==> src/rtl/lb_status_regs_if.sv <==
// Local-bus port bundle shared by the status register bank and its bus master.
// The master drives the strobe, address and write data; the slave returns registered read data.
interface lb_status_regs_if #(
    parameter int AW = 24,
    parameter int DW = 32
);
    logic          lb_valid;
    logic          lb_rnw;
    logic [AW-1:0] lb_addr;
    logic [DW-1:0] lb_wdata;
    logic          lb_renable;
    logic [DW-1:0] lb_rdata;

    modport master (
        output lb_valid,
        output lb_rnw,
        output lb_addr,
        output lb_wdata,
        output lb_renable,
        input  lb_rdata
    );

    modport slave (
        input  lb_valid,
        input  lb_rnw,
        input  lb_addr,
        input  lb_wdata,
        input  lb_renable,
        output lb_rdata
    );
endinterface

==> src/rtl/lb_status_regs.sv <==
// Ethernet bridge local-bus register bank: ID, scratch, LED control, link status,
// saturating packet counters, uptime, and a pass-through window to an external block.
module lb_status_regs #(
    parameter int          AW       = 24,
    parameter int          DW       = 32,
    parameter logic [31:0] BUILD_ID = 32'h6765_7431,
    parameter logic [AW-1:0] EXT_BASE = AW'(24'h01_0000)
) (
    input  logic                lb_clk,
    input  logic                reset,
    lb_status_regs_if.slave     lb,
    input  logic                rx_mon,
    input  logic                tx_mon,
    input  logic [6:0]          an_status,
    input  logic                gt_locked,
    output logic [AW-1:0]       ext_addr,
    output logic                ext_renable,
    input  logic [DW-1:0]       ext_rdata,
    output logic [3:0]          led_out,
    input  logic [3:0]          led_default
);

    typedef enum logic [2:0] {
        REG_ID       = 3'd0,
        REG_SCRATCH  = 3'd1,
        REG_CTRL     = 3'd2,
        REG_STATUS   = 3'd3,
        REG_RX_CNT   = 3'd4,
        REG_TX_CNT   = 3'd5,
        REG_UPTIME   = 3'd6,
        REG_UNMAPPED = 3'd7
    } reg_sel_e;

    localparam logic [31:0] UNMAPPED_WORD = 32'hDEAD_0BAD;

    // Architectural state
    logic [DW-1:0] scratch_d,  scratch_q;
    logic          led_ovr_d,  led_ovr_q;
    logic [3:0]    led_val_d,  led_val_q;
    logic [7:0]    status_d,   status_q;
    logic          rx_prev_d,  rx_prev_q;
    logic          tx_prev_d,  tx_prev_q;
    logic [31:0]   rx_cnt_d,   rx_cnt_q;
    logic [31:0]   tx_cnt_d,   tx_cnt_q;
    logic [31:0]   uptime_d,   uptime_q;
    logic [3:0]    led_out_d,  led_out_q;

    // Read pipeline
    logic          rd_vld_d,   rd_vld_q;
    logic          rd_ext_d,   rd_ext_q;
    logic [DW-1:0] rd_data_d,  rd_data_q;
    logic [DW-1:0] lb_rdata_d, lb_rdata_q;

    // Decode
    reg_sel_e      sel;
    logic          is_ext;
    logic          wr_en;
    logic          rd_en;
    logic          cnt_clr;
    logic          rx_evt;
    logic          tx_evt;
    logic [DW-1:0] rd_word;

    assign ext_addr    = lb.lb_addr - EXT_BASE;
    assign ext_renable = lb.lb_renable;
    assign lb.lb_rdata = lb_rdata_q;
    assign led_out     = led_out_q;

    always_comb begin
        // NOTE: every signal assigned here gets a default first, so no path can leave it unassigned and infer a latch.
        is_ext = (lb.lb_addr >= EXT_BASE);
        sel    = REG_UNMAPPED;
        if (!is_ext && (lb.lb_addr < AW'(8))) begin
            sel = reg_sel_e'(lb.lb_addr[2:0]);
        end
        wr_en   = lb.lb_valid & ~lb.lb_rnw & ~is_ext;
        rd_en   = lb.lb_valid &  lb.lb_rnw;
        cnt_clr = wr_en && (sel == REG_CTRL) && lb.lb_wdata[8];
    end

    // Register writes and counters
    always_comb begin
        scratch_d = scratch_q;
        led_ovr_d = led_ovr_q;
        led_val_d = led_val_q;
        if (wr_en && (sel == REG_SCRATCH)) begin
            scratch_d = lb.lb_wdata;
        end
        if (wr_en && (sel == REG_CTRL)) begin
            led_ovr_d = lb.lb_wdata[0];
            led_val_d = lb.lb_wdata[4:1];
        end

        status_d  = {gt_locked, an_status};
        rx_prev_d = rx_mon;
        tx_prev_d = tx_mon;
        rx_evt    = rx_mon & ~rx_prev_q;
        tx_evt    = tx_mon & ~tx_prev_q;

        // A clear in the same cycle as a packet edge drops that packet.
        rx_cnt_d = rx_cnt_q;
        tx_cnt_d = tx_cnt_q;
        if (cnt_clr) begin
            rx_cnt_d = '0;
            tx_cnt_d = '0;
        end else begin
            if (rx_evt && (rx_cnt_q != '1)) rx_cnt_d = rx_cnt_q + 32'd1;
            if (tx_evt && (tx_cnt_q != '1)) tx_cnt_d = tx_cnt_q + 32'd1;
        end
        uptime_d = cnt_clr ? '0 : uptime_q + 32'd1;

        led_out_d = led_ovr_q ? led_val_q : led_default;
    end

    // Read data selection and two-stage read pipeline
    always_comb begin
        rd_word = UNMAPPED_WORD;
        unique case (sel)
            REG_ID:       rd_word = BUILD_ID;
            REG_SCRATCH:  rd_word = scratch_q;
            REG_CTRL:     rd_word = {27'b0, led_val_q, led_ovr_q};
            REG_STATUS:   rd_word = {23'b0, status_q[7], 1'b0, status_q[6:0]};
            REG_RX_CNT:   rd_word = rx_cnt_q;
            REG_TX_CNT:   rd_word = tx_cnt_q;
            REG_UPTIME:   rd_word = uptime_q;
            REG_UNMAPPED: rd_word = UNMAPPED_WORD;
            default:      rd_word = UNMAPPED_WORD;
        endcase

        rd_vld_d  = rd_en;
        rd_ext_d  = is_ext;
        rd_data_d = rd_en ? rd_word : rd_data_q;

        // External data is only sampled here, one cycle after its address was presented.
        lb_rdata_d = lb_rdata_q;
        if (rd_vld_q) begin
            lb_rdata_d = rd_ext_q ? ext_rdata : rd_data_q;
        end
    end

    always_ff @(posedge lb_clk or posedge reset) begin
        if (reset) begin
            scratch_q  <= '0;
            led_ovr_q  <= 1'b0;
            led_val_q  <= '0;
            status_q   <= '0;
            rx_prev_q  <= 1'b0;
            tx_prev_q  <= 1'b0;
            rx_cnt_q   <= '0;
            tx_cnt_q   <= '0;
            uptime_q   <= '0;
            led_out_q  <= '0;
            rd_vld_q   <= 1'b0;
            rd_ext_q   <= 1'b0;
            rd_data_q  <= '0;
            lb_rdata_q <= '0;
        end else begin
            // NOTE: non-blocking assignments let every flop sample the pre-edge values, independent of statement order.
            scratch_q  <= scratch_d;
            led_ovr_q  <= led_ovr_d;
            led_val_q  <= led_val_d;
            status_q   <= status_d;
            rx_prev_q  <= rx_prev_d;
            tx_prev_q  <= tx_prev_d;
            rx_cnt_q   <= rx_cnt_d;
            tx_cnt_q   <= tx_cnt_d;
            uptime_q   <= uptime_d;
            led_out_q  <= led_out_d;
            rd_vld_q   <= rd_vld_d;
            rd_ext_q   <= rd_ext_d;
            rd_data_q  <= rd_data_d;
            lb_rdata_q <= lb_rdata_d;
        end
    end

endmodule

==> src/flat_wrapper.sv <==
// flat-port wrapper written by rule: the top's interface ports become plain ports
module lb_status_regs_flat 
#(
    parameter int          AW       = 24,
    parameter int          DW       = 32,
    parameter logic [31:0] BUILD_ID = 32'h6765_7431,
    parameter logic [AW-1:0] EXT_BASE = AW'(24'h01_0000)
)
  (lb_clk, reset, rx_mon, tx_mon, an_status, gt_locked, ext_addr, ext_renable, ext_rdata, led_out, led_default, lb_lb_valid, lb_lb_rnw, lb_lb_addr, lb_lb_wdata, lb_lb_renable, lb_lb_rdata);
  lb_status_regs_if #(.AW(AW), .DW(DW)) lb_i ();
  input  logic lb_clk;
  input  logic reset;
  input  logic rx_mon;
  input  logic tx_mon;
  input  logic [6:0] an_status;
  input  logic gt_locked;
  output logic [AW-1:0] ext_addr;
  output logic ext_renable;
  input  logic [DW-1:0] ext_rdata;
  output logic [3:0] led_out;
  input  logic [3:0] led_default;
  input wire logic [$bits(lb_i.lb_valid)-1:0] lb_lb_valid;
  input wire logic [$bits(lb_i.lb_rnw)-1:0] lb_lb_rnw;
  input wire logic [$bits(lb_i.lb_addr)-1:0] lb_lb_addr;
  input wire logic [$bits(lb_i.lb_wdata)-1:0] lb_lb_wdata;
  input wire logic [$bits(lb_i.lb_renable)-1:0] lb_lb_renable;
  output wire logic [$bits(lb_i.lb_rdata)-1:0] lb_lb_rdata;
  assign lb_i.lb_valid = lb_lb_valid;
  assign lb_i.lb_rnw = lb_lb_rnw;
  assign lb_i.lb_addr = lb_lb_addr;
  assign lb_i.lb_wdata = lb_lb_wdata;
  assign lb_i.lb_renable = lb_lb_renable;
  assign lb_lb_rdata = lb_i.lb_rdata;
  lb_status_regs #(.AW(AW), .DW(DW), .BUILD_ID(BUILD_ID), .EXT_BASE(EXT_BASE)) u_core (.lb_clk(lb_clk), .reset(reset), .lb(lb_i), .rx_mon(rx_mon), .tx_mon(tx_mon), .an_status(an_status), .gt_locked(gt_locked), .ext_addr(ext_addr), .ext_renable(ext_renable), .ext_rdata(ext_rdata), .led_out(led_out), .led_default(led_default));
endmodule
==> config.mk <==
export PLATFORM = sky130hd
export DESIGN_NAME = lb_status_regs_flat
export DESIGN_NICKNAME = d
export VERILOG_FILES = /design/src/rtl/lb_status_regs_if.sv /design/src/rtl/lb_status_regs.sv /design/src/flat_wrapper.sv
export SDC_FILE = /design/constraint.sdc
export NUM_CORES = 1
export LEC_CHECK = 0
export BUFFER_PORTS_ARGS = -buffer_cell sky130_fd_sc_hd__buf_2
export CAP_MARGIN = 20
export CORE_MARGIN = 2
export CORE_UTILIZATION = 60
export DETAILED_ROUTE_END_ITERATION = 10
export PLACE_DENSITY_LB_ADDON = 0.25
export SLEW_MARGIN = 0
export SYNTH_ARGS = -nofsm -noshare
export SYNTH_HDL_FRONTEND = slang
export SYNTH_SLANG_ARGS = --single-unit
==> constraint.sdc <==
create_clock -name lb_clk -period 10.7 [get_ports lb_clk]
set_input_delay 2.14 -clock lb_clk [delete_from_list [all_inputs] [get_ports lb_clk]]
set_output_delay 2.14 -clock lb_clk [all_outputs]
set_load 0.01 [all_outputs]
## Word level (Yosys, flattened, before mapping)

Index checks and enable logic that the tools add are counted.

| operators by class | value |
|---|---|
| add/sub/neg operators | 4 |
| magnitude comparators | 2 |
| equality and inequality tests | 9 |
| multiplexer cells | 9 |
| bitwise gates (word level) | 9 |
| reduce and logical (&&, ||, !) cells | 10 |

Operator list:

| kind | count |
|---|---|
| $pmux 32 s8 | 1 |
| $mux 32 | 6 |
| $add 32x1->32 const B | 3 |
| $ne 32x32->1 const B | 2 |
| $ge 24x17->1 const B | 1 |
| $lt 24x4->1 const B | 1 |
| $sub 24x17->24 const B | 1 |
| $eq 3x3->1 const B | 4 |
| $eq 3x2->1 const B | 2 |
| $logic_and 1x1->1 | 6 |
| $and 1x1->1 | 5 |
| $mux 4 | 1 |
| $not 1->1 | 4 |
| $reduce_bool 2->1 | 2 |
| $eq 3x1->1 const B | 1 |
| $logic_not 3->1 | 1 |
| $mux 3 | 1 |
| $logic_not 1->1 | 1 |

| storage, ports and cells | value |
|---|---|
| register bits after elaboration | 213 |
| input bits | 107 |

## Longest topological paths before layout

Gate-level depths: netlist of the first run.

| logic depth | value |
|---|---|
| depth after elaboration | 8 |
| gate-level depth with buffers | 9 |
| mapped depth without buffers | 7 |

## Worst setup path after synthesis of the first run

Ideal clock, no wire load.

| path | value |
|---|---|
| path type | input -> output |
| start point | input port lb_lb_addr[21] |
| end point | output port ext_addr[23] |
| arrival | 3.252 ns |
| required time | 8.560 ns |
| setup slack | 5.308 ns |
| stages on the path | 4 |
| buffers on the path | 0 |
| path through | or3_4 or3_1 nor3_1 xor2_1 |

| on the way | value |
|---|---|
| cells in the longest elaborated chain, start to end | 1 |

RTL lines:

| element | RTL line | text |
|---|---|---|
| start: declaration | flat_wrapper.sv:24 | `input wire logic [$bits(lb_i.lb_addr)-1:0] lb_lb_addr;` |
| $sub 24x17->24 | lb_status_regs.sv:64 | `assign ext_addr = lb.lb_addr - EXT_BASE;` |
| end: declaration | flat_wrapper.sv:17 | `output logic [AW-1:0] ext_addr;` |

Every way passes these cells.

## Final worst setup path of the first run

Ends and elaborated chain as after synthesis.

==> results.yml, run 1 <==
synth:
  yosysTopAreaCell: "dfrtp_1"
  ys_seq_area_frac: 0.4770
  synth_top_flop_cell: "dfrtp_1"
  synth_edf_count: 0
  async_reset_ff_frac: 1.000
  synth-seq-cells: 213
  yosysTopAreaCellShare: 0.4770
  yosys-top-cells-area: "dfrtp_1 48%, a21oi_1 4.9%, mux2i_1 4.1%"
  avgSynthCellArea_sq_um: 9.888
  syn_area_sq_um: 11170
  ys_types: 60
  syn_nets: 1242
  ys_warn_count: 0
  synthCells: 1130
global_routing:
  use_met1: 0.4383
  grt_overflow: 0
  grtUsageTotal: 0.3013
  antenna_found_initial: 0
  grtUsageMet2: 0.4618
  grt_max_degree: 145
  grt_pass1_wl_microns: 47420
  busiest_layer: "met2"
  met3_usage: 0.04342
  first_global_vias: 8618
setup_path:
  path_buf_inv: 2
  critical_path.top_delay_family: "simple AND/OR/NAND/NOR gates"
  critPathMaxFanout: 3
  crit_chain: "buf_2, or3_4, or3_1, nor3_1, xor2_1, buf_2"
  start_kind: "input pin"
  slowest_stage: "or3_4"
  crit_type: "in -> out"
  required_ns: 8.56
  cp_common_cell: "buf_2"
  endpoint_kind: "output pin"
  cp_data_arrival_time_ns: 3.48
  critPathMaxStageDelay_ns: 0.40
cts:
  clock_latency_ns: 0.52
  path_clk_slew_ns: 0.06
  htreeDepth: 1
  cts_sinks: 213
  post_cts_resized: 0
  root_buffer: "clkbuf_16"
  cts_buffers: 23
  cts_hold_buf: 0
  cts_buffer_depth: 3
  postCtsSetupBuffers: 0
  cts_tree: "yes"
timing:
  finClkSkew_ns: 0.01305
  rsz0062_at_grt: "no"
  slew_viol_final: 0
  slew_headroom: 0.3116
  worst_pin_slew_ns: 1.030
  period_minus_slack_ns: 5.622
  setup_tns_ns: 0
  setup_viol: 0
  max_freq_mhz: 177.9
  finalHoldViolCount: 0
  min_period_over_period: 0.5254
  hold_slack_ns: 0.4864
final_layout:
  nNetsFinal: 1357
  diodes: 0
  final_layout_size_suffix_gt1_frac: 0.2266
  area_growth_syn_to_layout_pct: 13.66
detailed_routing:
  detail_route.wl_per_cell_microns: 20.38
  drt-initial-drc-count: 922
  drt-total-wl_microns: 30390
  vias_per_cell: 6.302
  drc_errors: 0
  firstDrtPassIters: 7
  vias: 9397
  postRouteAntennaNets: 0
power:
  irDropWorstVdd_v: 0.0001328
  p_per_area_nw_per_um2: 149.0
  leakagePower_nw: 5.884
flow_run:
  cap_violations: 0
floorplan:
  dieWidth_microns: 140.5
  fp.dieArea_sq_um: 19730
  rows: 49
  start_util: 0.6157
  coreArea_sq_um: 18150
  fp.dieH_microns: 140.5
  pin_count: 168
placement:
  portBuffers: 165
  dp_hpwl_microns: 20990
  gp_congestion: 0.9448
outcome:
  status: "complete, no violations"
worst_hold_path:
  worstHoldPathType: "reg -> reg"
[state kept, by name, indices dropped and copies added, names as in the netlist, 4 cells and up]
register	count
u_core.scratch_q	32
u_core.led_out	4
u_core.led_val_q	4
u_core.tx_cnt_q	32
u_core.rx_cnt_q	32
u_core.rd_data_q	32
u_core.uptime_q	32
u_core.status_q	8
u_core.lb.lb_rdata	32
[worst register-to-register path, stage by stage, from the launching register on]
cell and delay [ns]:
dfrtp_1 0.42, ha_1 0.26, and3_1 0.21, and3_1 0.40, a2111oi_0 0.78, xnor2_1 0.20, nor2_1 0.05
[through the flow]
step,instance area [sq um],setup WS [ns],cells,utilization,total power [W]
after floorplan,11170,2.737,1130,-,0.001048
after global placement,11950,5.099,1447,0.6587,0.001129
after detailed placement,11970,5.073,1449,0.6596,0.001137
after CTS,12700,5.071,1491,0.6998,0.001899
after global routing,12700,4.958,1491,0.6998,0.001963
final,12700,5.078,1491,0.6998,0.001893
[metal layers]
metal / up-vias / share of wire
met5: - / 0
met4: 0 / 0.041
met3: 77 / 0.074
met2: 463 / 0.45
met1: 4568 / 0.43
li1: 4289 / -
[path summary, 6_finish.rpt]
kind,startpoint,to,slack [ns],cells after the start
worst max-delay path,lb_lb_addr[21],ext_addr[23],5.08,6
worst max register to register,u_core.tx_cnt_q[0],u_core.tx_cnt_q[31],8.23,6
worst min-delay path,u_core.rd_data_q[15],u_core.rd_data_q[15],0.49,2
min in group asynchronous,reset,u_core.uptime_q[28],1.82,2
worst min register to register,u_core.rd_data_q[15],u_core.rd_data_q[15],0.49,2
max in group asynchronous,reset,u_core.rd_vld_q,7.29,3
[cells in the mapped netlist (4+ instances only)]
library cell / number
a2111oi_0: 7
a211oi_1: 9
a21oi_1: 110
a221oi_1: 9
a22o_1: 9
a22oi_1: 4
a31oi_1: 6
and2_1: 6
and3_1: 13
and4_1: 6
buf_1: 10
buf_2: 6
buf_4: 17
clkbuf_1: 51
dfrtp_1: 213
ha_1: 5
inv_1: 22
mux2_2: 31
mux2_4: 30
mux2i_1: 46
nand2_1: 74
nand3_1: 36
nand4_1: 27
nor2_1: 122
nor2b_1: 17
nor3_1: 17
nor3b_1: 4
nor4_1: 6
o211ai_1: 5
o21ai_0: 43
o22a_1: 7
o22ai_1: 9
o31ai_1: 18
or3_1: 19
or4_1: 19
xnor2_1: 35
xor2_1: 27
[layout by cell type, fill, tap and decap left out, types with 7 or more instances in the layout]
master and count:
mux2i_1 46, or3_1 19, buf_2 166, nand3_1 36, clkbuf_16 23, nor2b_1 17
nor2_1 122, inv_1 21, or4_1 19, dfrtp_1 212, a21oi_1 110, xor2_1 27
mux2_4 30, nor3_1 16, o31ai_1 18, nand4_1 27, o21ai_0 43, a22o_1 9
o22ai_1 9, xnor2_1 35, o22a_1 7, a211oi_1 9, and3_1 13, a221oi_1 9
nand2_1 74, buf_4 10, a2111oi_0 7, mux2_2 31
[where the power goes]
part           internal (W)  switching [W]  leakage [nW]
registers          0.000856      0.0000636          2.70
logic             0.0000873       0.000120          2.82
clock network      0.000439       0.000327         0.368
[logic make-up (layout without fill, tap and decap cells)]
| logic type | Yosys count | after routing | synth area share |
|---|---|---|---|
| simple gates | 381 | 381 | 0.1713 |
| compound gates | 253 | 253 | 0.1396 |
| flops | 213 | 213 | 0.4770 |
| buf+inv | 109 | 241 | 0.04502 |
| mux | 107 | 107 | 0.1128 |
| xor+xnor | 62 | 62 | 0.04860 |
| fa+ha+maj | 5 | 5 | 0.005599 |
[area by class of cell]
class	count	area [sq um]
clock inverters	9	56.30
clock buffers	33	673.1
repair buffers	177	917.1
fillers	1402	5448
multi-input cells	808	5345
well taps	229	286.5
inverters	22	90.09
flip-flops and latches	213	5331
No activity file was read; power rests on OpenSTA's default activity.
==> inputs of run 2 (changes only) <==
Settings changed: CORE_UTILIZATION 60 to 58.
Clock period 10.7 ns to 5.23 ns, I/O delays scaled along.
==> run 2 against run 1 <==
Net effect:
- first-iteration DRC count down 0.33%
- critical path type is now in -> reg
- sequential share of layout area about the same
- non-clock buffer count grew 3
- largest cell class unchanged
==> results.yml, run 2 (same netlist as run 1, synthesis figures left out) <==
final_layout:
  final_layout_size_suffix_gt1_frac: 0.2226
  final_cell_count_no_fill: 1518
  area_growth_syn_to_layout_pct: 13.78
  diodes: 0
  layout_commonest_cell: "dfrtp_1"
  design_area_sq_um: 12710
  nNetsFinal: 1360
  most-common-layout-cells: "212 x dfrtp_1, 165 x buf_2, 122 x nor2_1, 110 x a21oi_1, 74 x nand2_1"
cts:
  root_buffer: "clkbuf_16"
  cts_hold_buf: 0
  cts_buffers: 23
  cts_buffer_depth: 3
  htreeDepth: 1
  cts_sinks: 213
  clock_latency_ns: 0.51
  path_clk_slew_ns: 0.06
  post_cts_resized: 0
  cts_tree: "yes"
  postCtsSetupBuffers: 0
timing:
  slew_viol_final: 0
  period_minus_slack_ns: 3.607
  min_period_over_period: 0.6897
  worst_pin_slew_ns: 1.016
  setup_viol: 0
  finClkSkew_ns: 0.01121
  rsz0062_at_grt: "no"
  slew_headroom: 0.3226
  setup_tns_ns: 0
  finalHoldViolCount: 0
  hold_slack_ns: 0.4806
  max_freq_mhz: 277.2
detailed_routing:
  detail_route.wl_per_cell_microns: 19.86
  drt-total-wl_microns: 30140
  vias: 9360
  postRouteAntennaNets: 0
  firstDrtPassIters: 5
  vias_per_cell: 6.166
  drc_errors: 0
  drt-initial-drc-count: 919
setup_path:
  cp_common_cell: "buf_4"
  cp_data_arrival_time_ns: 4.00
  path_buf_inv: 3
  critical_path.top_delay_family: "simple AND/OR/NAND/NOR gates"
  endpoint_kind: "register"
  start_kind: "input pin"
  crit_chain: "buf_2, or3_4, nor4_4, o211ai_1, buf_4, or4b_2, buf_4, mux2_4"
  critPathMaxFanout: 26
  regToRegSetupSlack_ns: 2.80
  critPathMaxStageDelay_ns: 1.10
  slowest_stage: "or4b_2"
  required_ns: 5.62
  crit_type: "in -> reg"
power:
  irDropWorstVdd_v: 0.0002477
  leakagePower_nw: 5.858
  p_per_area_nw_per_um2: 298.1
floorplan:
  pin_count: 168
  fp.dieH_microns: 142.8
  dieWidth_microns: 142.8
  fp.dieArea_sq_um: 20390
  start_util: 0.5934
  rows: 50
  coreArea_sq_um: 18830
outcome:
  status: "complete, no violations"
global_routing:
  first_global_vias: 8630
  grt_pass1_wl_microns: 46820
  grtUsageTotal: 0.2949
  antenna_found_initial: 0
  grt_overflow: 0
  grt_max_degree: 99
placement:
  portBuffers: 165
  dp_cells: 1482
  place_area_sq_um: 12040
  gp_congestion: 0.9527
  dp_hpwl_microns: 21220
flow_run:
  cap_violations: 0
worst_hold_path:
  worstHoldPathType: "reg -> reg"
==> run 2: worst min-delay path: stages, from the launching register on <==
cell     delay, ns
dfrtp_1       0.34
nand2_1       0.05
o21ai_0       0.06
==> run 2: per-layer routing <==
layer	track usage	vias up	part of all wire
met1	0.4290	4556	0.43
met5	0	-	0
met2	0.4489	434	0.45
li1	-	4291	-
met4	0.1225	0	0.044
met3	0.03924	79	0.077
==> run 2: area by class of cell <==
| type | instances | area, sq um |
|---|---|---|
| fillers | 1474 | 6117 |
| repair buffers | 180 | 967.2 |
| clock buffers | 32 | 639.4 |
| clock inverters | 3 | 18.77 |
| well taps | 260 | 325.3 |
| multi-input cells | 808 | 5345 |
| flip-flops and latches | 213 | 5331 |
| inverters | 22 | 86.33 |
==> run 2: stage by stage <==
stage | power [W] | utilization | setup slack, ns
floorplan | 0.002144 | - | 1.414
global placement | 0.002329 | 0.6396 | 1.200
detailed placement | 0.002343 | 0.6396 | 1.117
CTS | 0.003811 | 0.6746 | 1.648
global route | 0.003940 | 0.6752 | 1.546
finish | 0.003790 | 0.6752 | 1.623
==> run 2: path summary, 6_finish.rpt <==
check / start / cells after the start / to
max in group asynchronous: reset / 3 / u_core.scratch_q[12]
worst max-delay path: lb_lb_addr[21] / 8 / u_core.scratch_q[24]
worst min register to register: u_core.rd_data_q[15] / 2 / u_core.rd_data_q[15]
worst min-delay path: u_core.rd_data_q[15] / 2 / u_core.rd_data_q[15]
worst max register to register: u_core.tx_cnt_q[0] / 6 / u_core.tx_cnt_q[27]
min in group asynchronous: reset / 2 / u_core.rx_cnt_q[29]
==> run 2: power by group <==
group | internal [W] | switching (W)
clock | 0.000841 | 0.000627
sequential | 0.00175 | 0.000135
combinational | 0.000182 | 0.000253
